File: src/rtl/apb_pkg.sv
// ---------------------------------------------------------------------------
// apb_pkg
// Shared definitions for the command-driven APB requester:
//   - default APB address/data widths
//   - requester FSM state encoding
//   - response record layout {rdata, write, timeout}
//   - width helper for the packed command word stored in the command FIFO
// ---------------------------------------------------------------------------
package apb_pkg;

    localparam int APB_ADDR_W = 32;
    localparam int APB_DATA_W = 32;

    typedef enum logic [1:0] {
        IDLE   = 2'd0,
        SETUP  = 2'd1,
        ACCESS = 2'd2
    } apb_state_t;

    typedef struct packed {
        logic [APB_DATA_W-1:0] rdata;
        logic                  write;
        logic                  timeout;
    } apb_rsp_t;

    // Command word layout is {write, addr, wdata}, MSB first.
    function automatic int cmd_word_w(input int addr_w, input int data_w);
        return 1 + addr_w + data_w;
    endfunction

endpackage

File: src/rtl/apb_cmd_fifo.sv
// ---------------------------------------------------------------------------
// apb_cmd_fifo
// Synchronous FIFO holding packed APB commands.
// Ports:
//   clk, rst   clock, synchronous active-high reset (empties the FIFO)
//   i_push     write request; ignored while full
//   i_wdata    word to write
//   i_pop      read request; ignored while empty
//   o_rdata    head-of-queue word, valid whenever !o_empty
//   o_full     no free entry (registered count, no same-cycle lookahead)
//   o_empty    no valid entry
//   o_count    number of valid entries
// ---------------------------------------------------------------------------
module apb_cmd_fifo #(
    parameter  int WIDTH = 65,
    parameter  int DEPTH = 4,
    localparam int PTR_W = $clog2(DEPTH),
    localparam int CNT_W = $clog2(DEPTH + 1)
) (
    input  logic             clk,
    input  logic             rst,
    input  logic             i_push,
    input  logic [WIDTH-1:0] i_wdata,
    input  logic             i_pop,
    output logic [WIDTH-1:0] o_rdata,
    output logic             o_full,
    output logic             o_empty,
    output logic [CNT_W-1:0] o_count
);

    logic [WIDTH-1:0] r_mem [DEPTH];
    logic [PTR_W-1:0] r_wr_ptr;
    logic [PTR_W-1:0] r_rd_ptr;
    logic [CNT_W-1:0] r_count;

    logic w_push;
    logic w_pop;

    assign o_full  = (r_count == CNT_W'(DEPTH));
    assign o_empty = (r_count == '0);
    assign o_count = r_count;

    // Full is judged on the registered count, so a pop on a full FIFO
    // does not open a slot for a push on the same edge.
    assign w_push = i_push && !o_full;
    assign w_pop  = i_pop  && !o_empty;

    // The head is read combinationally: the FSM loads it on the same edge
    // it pops, which keeps push-to-SETUP at a single cycle.
    assign o_rdata = r_mem[r_rd_ptr];

    always_ff @(posedge clk) begin
        if (w_push) begin
            r_mem[r_wr_ptr] <= i_wdata;
        end
    end

    // Pointers are log2(DEPTH) bits wide, so they wrap modulo DEPTH.
    always_ff @(posedge clk) begin
        if (rst) begin
            r_wr_ptr <= '0;
            r_rd_ptr <= '0;
            r_count  <= '0;
        end else begin
            if (w_push) begin
                r_wr_ptr <= r_wr_ptr + 1'b1;
            end
            if (w_pop) begin
                r_rd_ptr <= r_rd_ptr + 1'b1;
            end
            case ({w_push, w_pop})
                2'b10:   r_count <= r_count + 1'b1;
                2'b01:   r_count <= r_count - 1'b1;
                default: r_count <= r_count;
            endcase
        end
    end

endmodule

File: src/rtl/apb_cmd_master.sv
// ---------------------------------------------------------------------------
// apb_cmd_master
// Command-driven APB requester. Commands arrive on a valid/ready port, are
// queued in apb_cmd_fifo, executed one at a time as APB SETUP/ACCESS
// transfers (any number of wait states, optional timeout abort), and each
// produces exactly one response on a valid/ready port, in command order.
// Ports:
//   clk, rst                      clock, synchronous active-high reset
//   cmd_valid/cmd_ready           command handshake
//   cmd_write/cmd_addr/cmd_wdata  command payload
//   rsp_valid/rsp_ready           response handshake
//   rsp_rdata/rsp_write/rsp_timeout  response payload
//   busy                          queued, in-flight or unconsumed work exists
//   paddr/pwdata/pwrite/psel/penable  APB request (all registered)
//   pready/prdata                 APB completion from the bridge
// ---------------------------------------------------------------------------
module apb_cmd_master
    import apb_pkg::*;
#(
    parameter int ADDR_W         = APB_ADDR_W,
    parameter int DATA_W         = APB_DATA_W,
    parameter int FIFO_DEPTH     = 4,
    parameter int TIMEOUT_CYCLES = 64
) (
    input  logic              clk,
    input  logic              rst,
    input  logic              cmd_valid,
    output logic              cmd_ready,
    input  logic              cmd_write,
    input  logic [ADDR_W-1:0] cmd_addr,
    input  logic [DATA_W-1:0] cmd_wdata,
    output logic              rsp_valid,
    input  logic              rsp_ready,
    output logic [DATA_W-1:0] rsp_rdata,
    output logic              rsp_write,
    output logic              rsp_timeout,
    output logic              busy,
    output logic [ADDR_W-1:0] paddr,
    output logic [DATA_W-1:0] pwdata,
    output logic              pwrite,
    output logic              psel,
    output logic              penable,
    input  logic              pready,
    input  logic [DATA_W-1:0] prdata
);

    localparam int CMD_W  = cmd_word_w(ADDR_W, DATA_W);
    localparam int FCNT_W = $clog2(FIFO_DEPTH + 1);
    localparam int CNT_W  = (TIMEOUT_CYCLES > 0) ? $clog2(TIMEOUT_CYCLES + 1) : 1;
    localparam bit TO_EN  = (TIMEOUT_CYCLES != 0);
    // Counter value seen on the edge of the last permitted wait cycle.
    localparam logic [CNT_W-1:0] TO_LAST =
        CNT_W'((TIMEOUT_CYCLES > 0) ? TIMEOUT_CYCLES - 1 : 0);

    apb_state_t        r_state;
    logic [ADDR_W-1:0] r_paddr;
    logic [DATA_W-1:0] r_pwdata;
    logic              r_pwrite;
    logic              r_psel;
    logic              r_penable;
    logic [CNT_W-1:0]  r_cnt;
    logic              r_rsp_valid;
    logic [DATA_W-1:0] r_rsp_rdata;
    logic              r_rsp_write;
    logic              r_rsp_timeout;

    logic [CMD_W-1:0]  w_head;
    logic              w_fifo_full;
    logic              w_fifo_empty;
    logic [FCNT_W-1:0] w_fifo_count;
    logic              w_issue;
    logic              w_done;
    logic              w_abort;

    apb_cmd_fifo #(
        .WIDTH (CMD_W),
        .DEPTH (FIFO_DEPTH)
    ) u_fifo (
        .clk     (clk),
        .rst     (rst),
        .i_push  (cmd_valid),
        .i_wdata ({cmd_write, cmd_addr, cmd_wdata}),
        .i_pop   (w_issue),
        .o_rdata (w_head),
        .o_full  (w_fifo_full),
        .o_empty (w_fifo_empty),
        .o_count (w_fifo_count)
    );

    // A new transfer only starts when its response slot is guaranteed free
    // by the time it completes, so a pending response is never overwritten.
    assign w_issue = (r_state == IDLE) && !w_fifo_empty && (!r_rsp_valid || rsp_ready);
    assign w_done  = (r_state == ACCESS) && pready;
    assign w_abort = TO_EN && (r_state == ACCESS) && !pready && (r_cnt == TO_LAST);

    always_ff @(posedge clk) begin
        if (rst) begin
            r_state   <= IDLE;
            r_paddr   <= '0;
            r_pwdata  <= '0;
            r_pwrite  <= 1'b0;
            r_psel    <= 1'b0;
            r_penable <= 1'b0;
            r_cnt     <= '0;
        end else begin
            case (r_state)
                IDLE: begin
                    if (w_issue) begin
                        r_pwrite  <= w_head[CMD_W-1];
                        r_paddr   <= w_head[DATA_W +: ADDR_W];
                        r_pwdata  <= w_head[DATA_W-1:0];
                        r_psel    <= 1'b1;
                        r_penable <= 1'b0;
                        r_state   <= SETUP;
                    end
                end
                SETUP: begin
                    r_penable <= 1'b1;
                    r_state   <= ACCESS;
                end
                ACCESS: begin
                    if (w_done || w_abort) begin
                        r_psel    <= 1'b0;
                        r_penable <= 1'b0;
                        r_cnt     <= '0;
                        r_state   <= IDLE;
                    end else if (r_cnt != {CNT_W{1'b1}}) begin
                        r_cnt <= r_cnt + 1'b1;
                    end
                end
                default: begin
                    r_psel    <= 1'b0;
                    r_penable <= 1'b0;
                    r_state   <= IDLE;
                end
            endcase
        end
    end

    // Single-entry response register; a newly completed transfer takes
    // priority over the consume-clear on the same edge.
    always_ff @(posedge clk) begin
        if (rst) begin
            r_rsp_valid   <= 1'b0;
            r_rsp_rdata   <= '0;
            r_rsp_write   <= 1'b0;
            r_rsp_timeout <= 1'b0;
        end else if (w_done || w_abort) begin
            r_rsp_valid   <= 1'b1;
            r_rsp_rdata   <= (w_done && !r_pwrite) ? prdata : '0;
            r_rsp_write   <= r_pwrite;
            r_rsp_timeout <= w_abort;
        end else if (r_rsp_valid && rsp_ready) begin
            r_rsp_valid <= 1'b0;
        end
    end

    assign cmd_ready   = !w_fifo_full;
    assign busy        = (w_fifo_count != '0) || (r_state != IDLE) || r_rsp_valid;
    assign paddr       = r_paddr;
    assign pwdata      = r_pwdata;
    assign pwrite      = r_pwrite;
    assign psel        = r_psel;
    assign penable     = r_penable;
    assign rsp_valid   = r_rsp_valid;
    assign rsp_rdata   = r_rsp_rdata;
    assign rsp_write   = r_rsp_write;
    assign rsp_timeout = r_rsp_timeout;

endmodule

File: config.mk
export PLATFORM = sky130hd
export DESIGN_NAME = apb_cmd_master
export DESIGN_NICKNAME = d
export VERILOG_FILES = /design/src/rtl/apb_pkg.sv /design/src/rtl/apb_cmd_fifo.sv /design/src/rtl/apb_cmd_master.sv
export SDC_FILE = /design/constraint.sdc
export NUM_CORES = 1
export LEC_CHECK = 0
export ABC_CLOCK_PERIOD_IN_PS = 2700
export BUFFER_PORTS_ARGS = -buffer_cell sky130_fd_sc_hd__buf_4
export CORE_UTILIZATION = 47
export CTS_BUF_LIST = sky130_fd_sc_hd__clkbuf_8 sky130_fd_sc_hd__clkbuf_16
export CTS_CLUSTER_SIZE = 30
export DETAILED_ROUTE_END_ITERATION = 7
export PLACE_DENSITY = 0.74
export REMOVE_ABC_BUFFERS = 1
export SETUP_SLACK_MARGIN = 0.15
export SYNTH_ARGS = -nofsm -noshare
export SYNTH_HDL_FRONTEND = slang
export SYNTH_SLANG_ARGS = --single-unit
File: constraint.sdc
create_clock -name clk -period 2.7 [get_ports clk]
set_input_delay 0.135 -clock clk [delete_from_list [all_inputs] [get_ports clk]]
set_output_delay 0.135 -clock clk [all_outputs]
set_load 0.005 [all_outputs]
==> metrics.md <==
| Metric | Value |
|---|---|
| Register area share after synthesis | 74.3% |
| Rows | between 60 and 70 |
| Root Driver | clkbuf_16 |
| Clk sink count | about 380 |
| Crit start category | register |
| Cts repair resizes | 0 |
| Dpl cells | about 1400 |
| Clock network power share | a little under a third |
| CTS Hold Buffers Added | just under 100 |
| Dpl cell area | approximately 16000 um^2 |
| Top FF cell, synth | edfxtp_1 |
| Total track usage | between 10% and 20% |
| Minimum clock period | ~2300 ps |
| Sw Share | 28.3% |
| Slew HR | about two fifths |
| Via count | roughly 8000 |
| Sw power | 4.82 mW |
| DR WL/cell | about 19 um |
| Share of cells above drive strength 1 | around 30% |
| DRT antenna net count | 0 |
| Post-synthesis mux area share | between 10% and 20% |
| RSZ-0062 raised after global routing | no |
| Worst EP required | between 3000 and 4000 ps |
| Peak supply drop | approximately 0.00072 V |
| Via/cell ratio | around 5.2 |
| First-pass DRT Iterations | 7 |
| Leakage power | ~6.5 nW |
| Place WS | 444 ps |
| Post-CTS Setup Bufs | 0 |
| Final Util | between 60% and 70% |
| Synth Area in Compound Gates | under 10% |
| Critical path class | register to register |
| Clock transition at path regs | approximately 60 ps |
| Initial antenna violation count | 1 |
| Largest net degree at the start of global routing | 68 |
| Post-synthesis register bit count | between 300 and 400 |
| Die area | about 30000 um^2 |
| First-pass GRT wire length | 44.3 mm |
| Cell area after layout | between 15000 and 20000 um^2 |
| Yosys top cell area share | 57.2% |
| Final hold vios | 0 |
| Failing checks | design-rule violations |
| Fin nets | around 1300 |
| Final TNS setup | 0 ps |
| Leading area contributor after synthesis | edfxtp_1 |
| Hold WS | 40.0 ps |
| Final worst slack | between 400 and 500 ps |
| Outcome | finished, violations left |
| Mapped Cells | roughly 830 |
| Port Buffer Count | a little over 200 |
| GRT overflow | 0 |
| Synth async-reset ratio | 0% |
| Remaining DRCs | 1 |
| Max Buffers Root-to-Sink | 3 |
| Final-report setup violation count | 0 |
| Cell Int Power | between 10 and 15 mW |
| Vias in the first global route | about 8300 |
| Area grow syn2layout | 31.1% |
| PwrDens | 952 nW/um^2 |
| CP arrival | around 2700 ps |
| Initial DRC count | just under 500 |
| Worst Path Max Fanout | 4 |
| Seq pwr share | between 40% and 50% |
| Non-Filler Instances | approximately 1600 |
| Number of diodes | 0 |
| Cell Area, Synth | ~14000 um^2 |
| H-tree levels | 2 |
| Top post-synthesis cells by area | edfxtp_1 (57%), dfxtp_1 (17%), mux4_2 (11%), nand2_1 (3.7%), a21oi_1 (2.7%) |
| Hpwl dp | about 16 mm |
| Cts bufs inserted | 38 |
| Final period util | a little over four fifths |
| Clk_lat worst skew | 520 ps |
| Routed Wire Length | around 29 mm |
| Min-Delay Path Class | input port to register |
| Post-Synth Adder-Cell Area | less than 1% |
| Die Span Y | ~170 um |
| Yosys cell types | 40 |
| Synthesized area per cell | between 15 and 20 um^2 |
| Worst-Margin Slew | slightly below 900 ps |
| Total chip power | approximately 17 mW |
| Crit end category | register |
| Synth Area in Simple Gates | approximately 6.3% |
| Final setup skew | 22.2 ps |
| # IOs | approximately 210 |
| Die W | ~170 um |
| RePlAce Congestion | 0.727 |
| Number of max-cap violations | 0 |
| Starting Density | about 48% |
| Fmax | ~440 MHz |
| Largest family of logic cells by synthesized area | multiplexers |
| Comb pwr share | about 25% |
| Fin. max-slew vios | 0 |
| Post-Synth XOR/XNOR Area | less than 1% |
| Core area | about 29000 um^2 |
| EDFF count, synth | 260 |
| TritonCTS clock tree | yes |
| Yosys warns | 0 |
[cells in the mapped netlist, types with 6 or more instances]
cell type and n:
a21oi_1 74, a22oi_1 33, buf_2 12, buf_4 12, clkbuf_1 20, dfxtp_1 117, edfxtp_1 260, ha_1 6
mux4_2 65, nand2_1 133, nor2_1 44
[power by group through the flow]
stage                     registers, mW  logic [mW]  clock network, mW
final                              7.60        4.30               5.14
after global routing               7.69        4.74               5.46
after CTS                          7.60        4.39               5.26
after detailed placement           7.71        4.25                  0
after global placement             7.66        4.17                  0
after floorplan                    7.83        2.14                  0
[area by class of cell]
class                   instances  area (um^2)
inverters                       5         18.8
multi-input cells             404         3250
fillers                      2024        10700
clock buffers                  42         1020
flip-flops and latches        377        10200
clock inverters                26          216
repair buffers                323         2760
well taps                     384          480
[sequential cells by signal, summed over array words and instances (netlist names), 3 cells and up]
| register | flops |
|---|---|
| u_fifo.r_mem | 260 |
| r_cnt | 7 |
| rsp_rdata | 32 |
| pwdata | 32 |
| paddr | 32 |
| u_fifo.o_count | 3 |
[cells by family (layout without fill, tap and decap cells)]
| family | count (synthesis) | after routing |
|---|---|---|
| DFF | 377 | 377 |
| and+or+nand+nor | 205 | 205 |
| AOI/OAI and AO/OA | 119 | 119 |
| muxes | 68 | 68 |
| buffers and inverters | 53 | 396 |
| adders and majority gates | 7 | 7 |
| xor gates and xnor gates | 5 | 5 |
[per-layer routing]
metal / vias up / wire [um] / track usage, %
li1: 3785 / - / -
met1: 4039 / 12200 / 25.2
met2: 305 / 14500 / 34.3
met3: 40 / 2170 / 3.98
met4: 2 / 449 / 5.04
met5: - / 12 / 0
[final timing paths]
path / startpoint / endpoint / slack (ps) / depth (start not counted)
min reg2reg: pwdata[9]$_SDFFE_PP0P_ / pwdata[9]$_SDFFE_PP0P_ / 450 / 2
max reg2reg: u_fifo.o_count[0]$_SDFFE_PP0P_ / u_fifo.o_count[2]$_SDFFE_PP0P_ / 440 / 8
min: rsp_ready / rsp_valid$_SDFFE_PP0P_ / 40 / 3
max: u_fifo.o_count[0]$_SDFFE_PP0P_ / u_fifo.o_count[2]$_SDFFE_PP0P_ / 440 / 8
[cell usage in the layout, fill, tap and decap left out, types with 3 or more instances in the layout]
| master | count |
|---|---|
| a211oi_1 | 3 |
| a21oi_1 | 74 |
| a22oi_1 | 33 |
| and2_1 | 3 |
| and3_4 | 4 |
| buf_12 | 7 |
| buf_4 | 218 |
| bufinv_16 | 4 |
| clkbuf_16 | 39 |
| clkbuf_8 | 3 |
| clkinv_1 | 7 |
| clkinv_2 | 3 |
| dfxtp_1 | 115 |
| dlygate4sd3_1 | 98 |
| edfxtp_1 | 260 |
| ha_1 | 6 |
| inv_1 | 13 |
| mux2i_1 | 3 |
| mux4_2 | 65 |
| nand2_1 | 133 |
| nand2b_1 | 4 |
| nor2_1 | 44 |
| nor2b_1 | 3 |
| or3_1 | 3 |
| xnor2_1 | 3 |
[worst max-delay path, stage by stage, from the launching register on]
cell and delay (ps):
dfxtp_1 350, or3_1 430, nand3_4 90, inv_2 40
ha_1 230, fa_1 440, xnor2_1 150, or3_1 310
a21oi_1 140
Note: power is estimated with default switching activity, not from simulation.
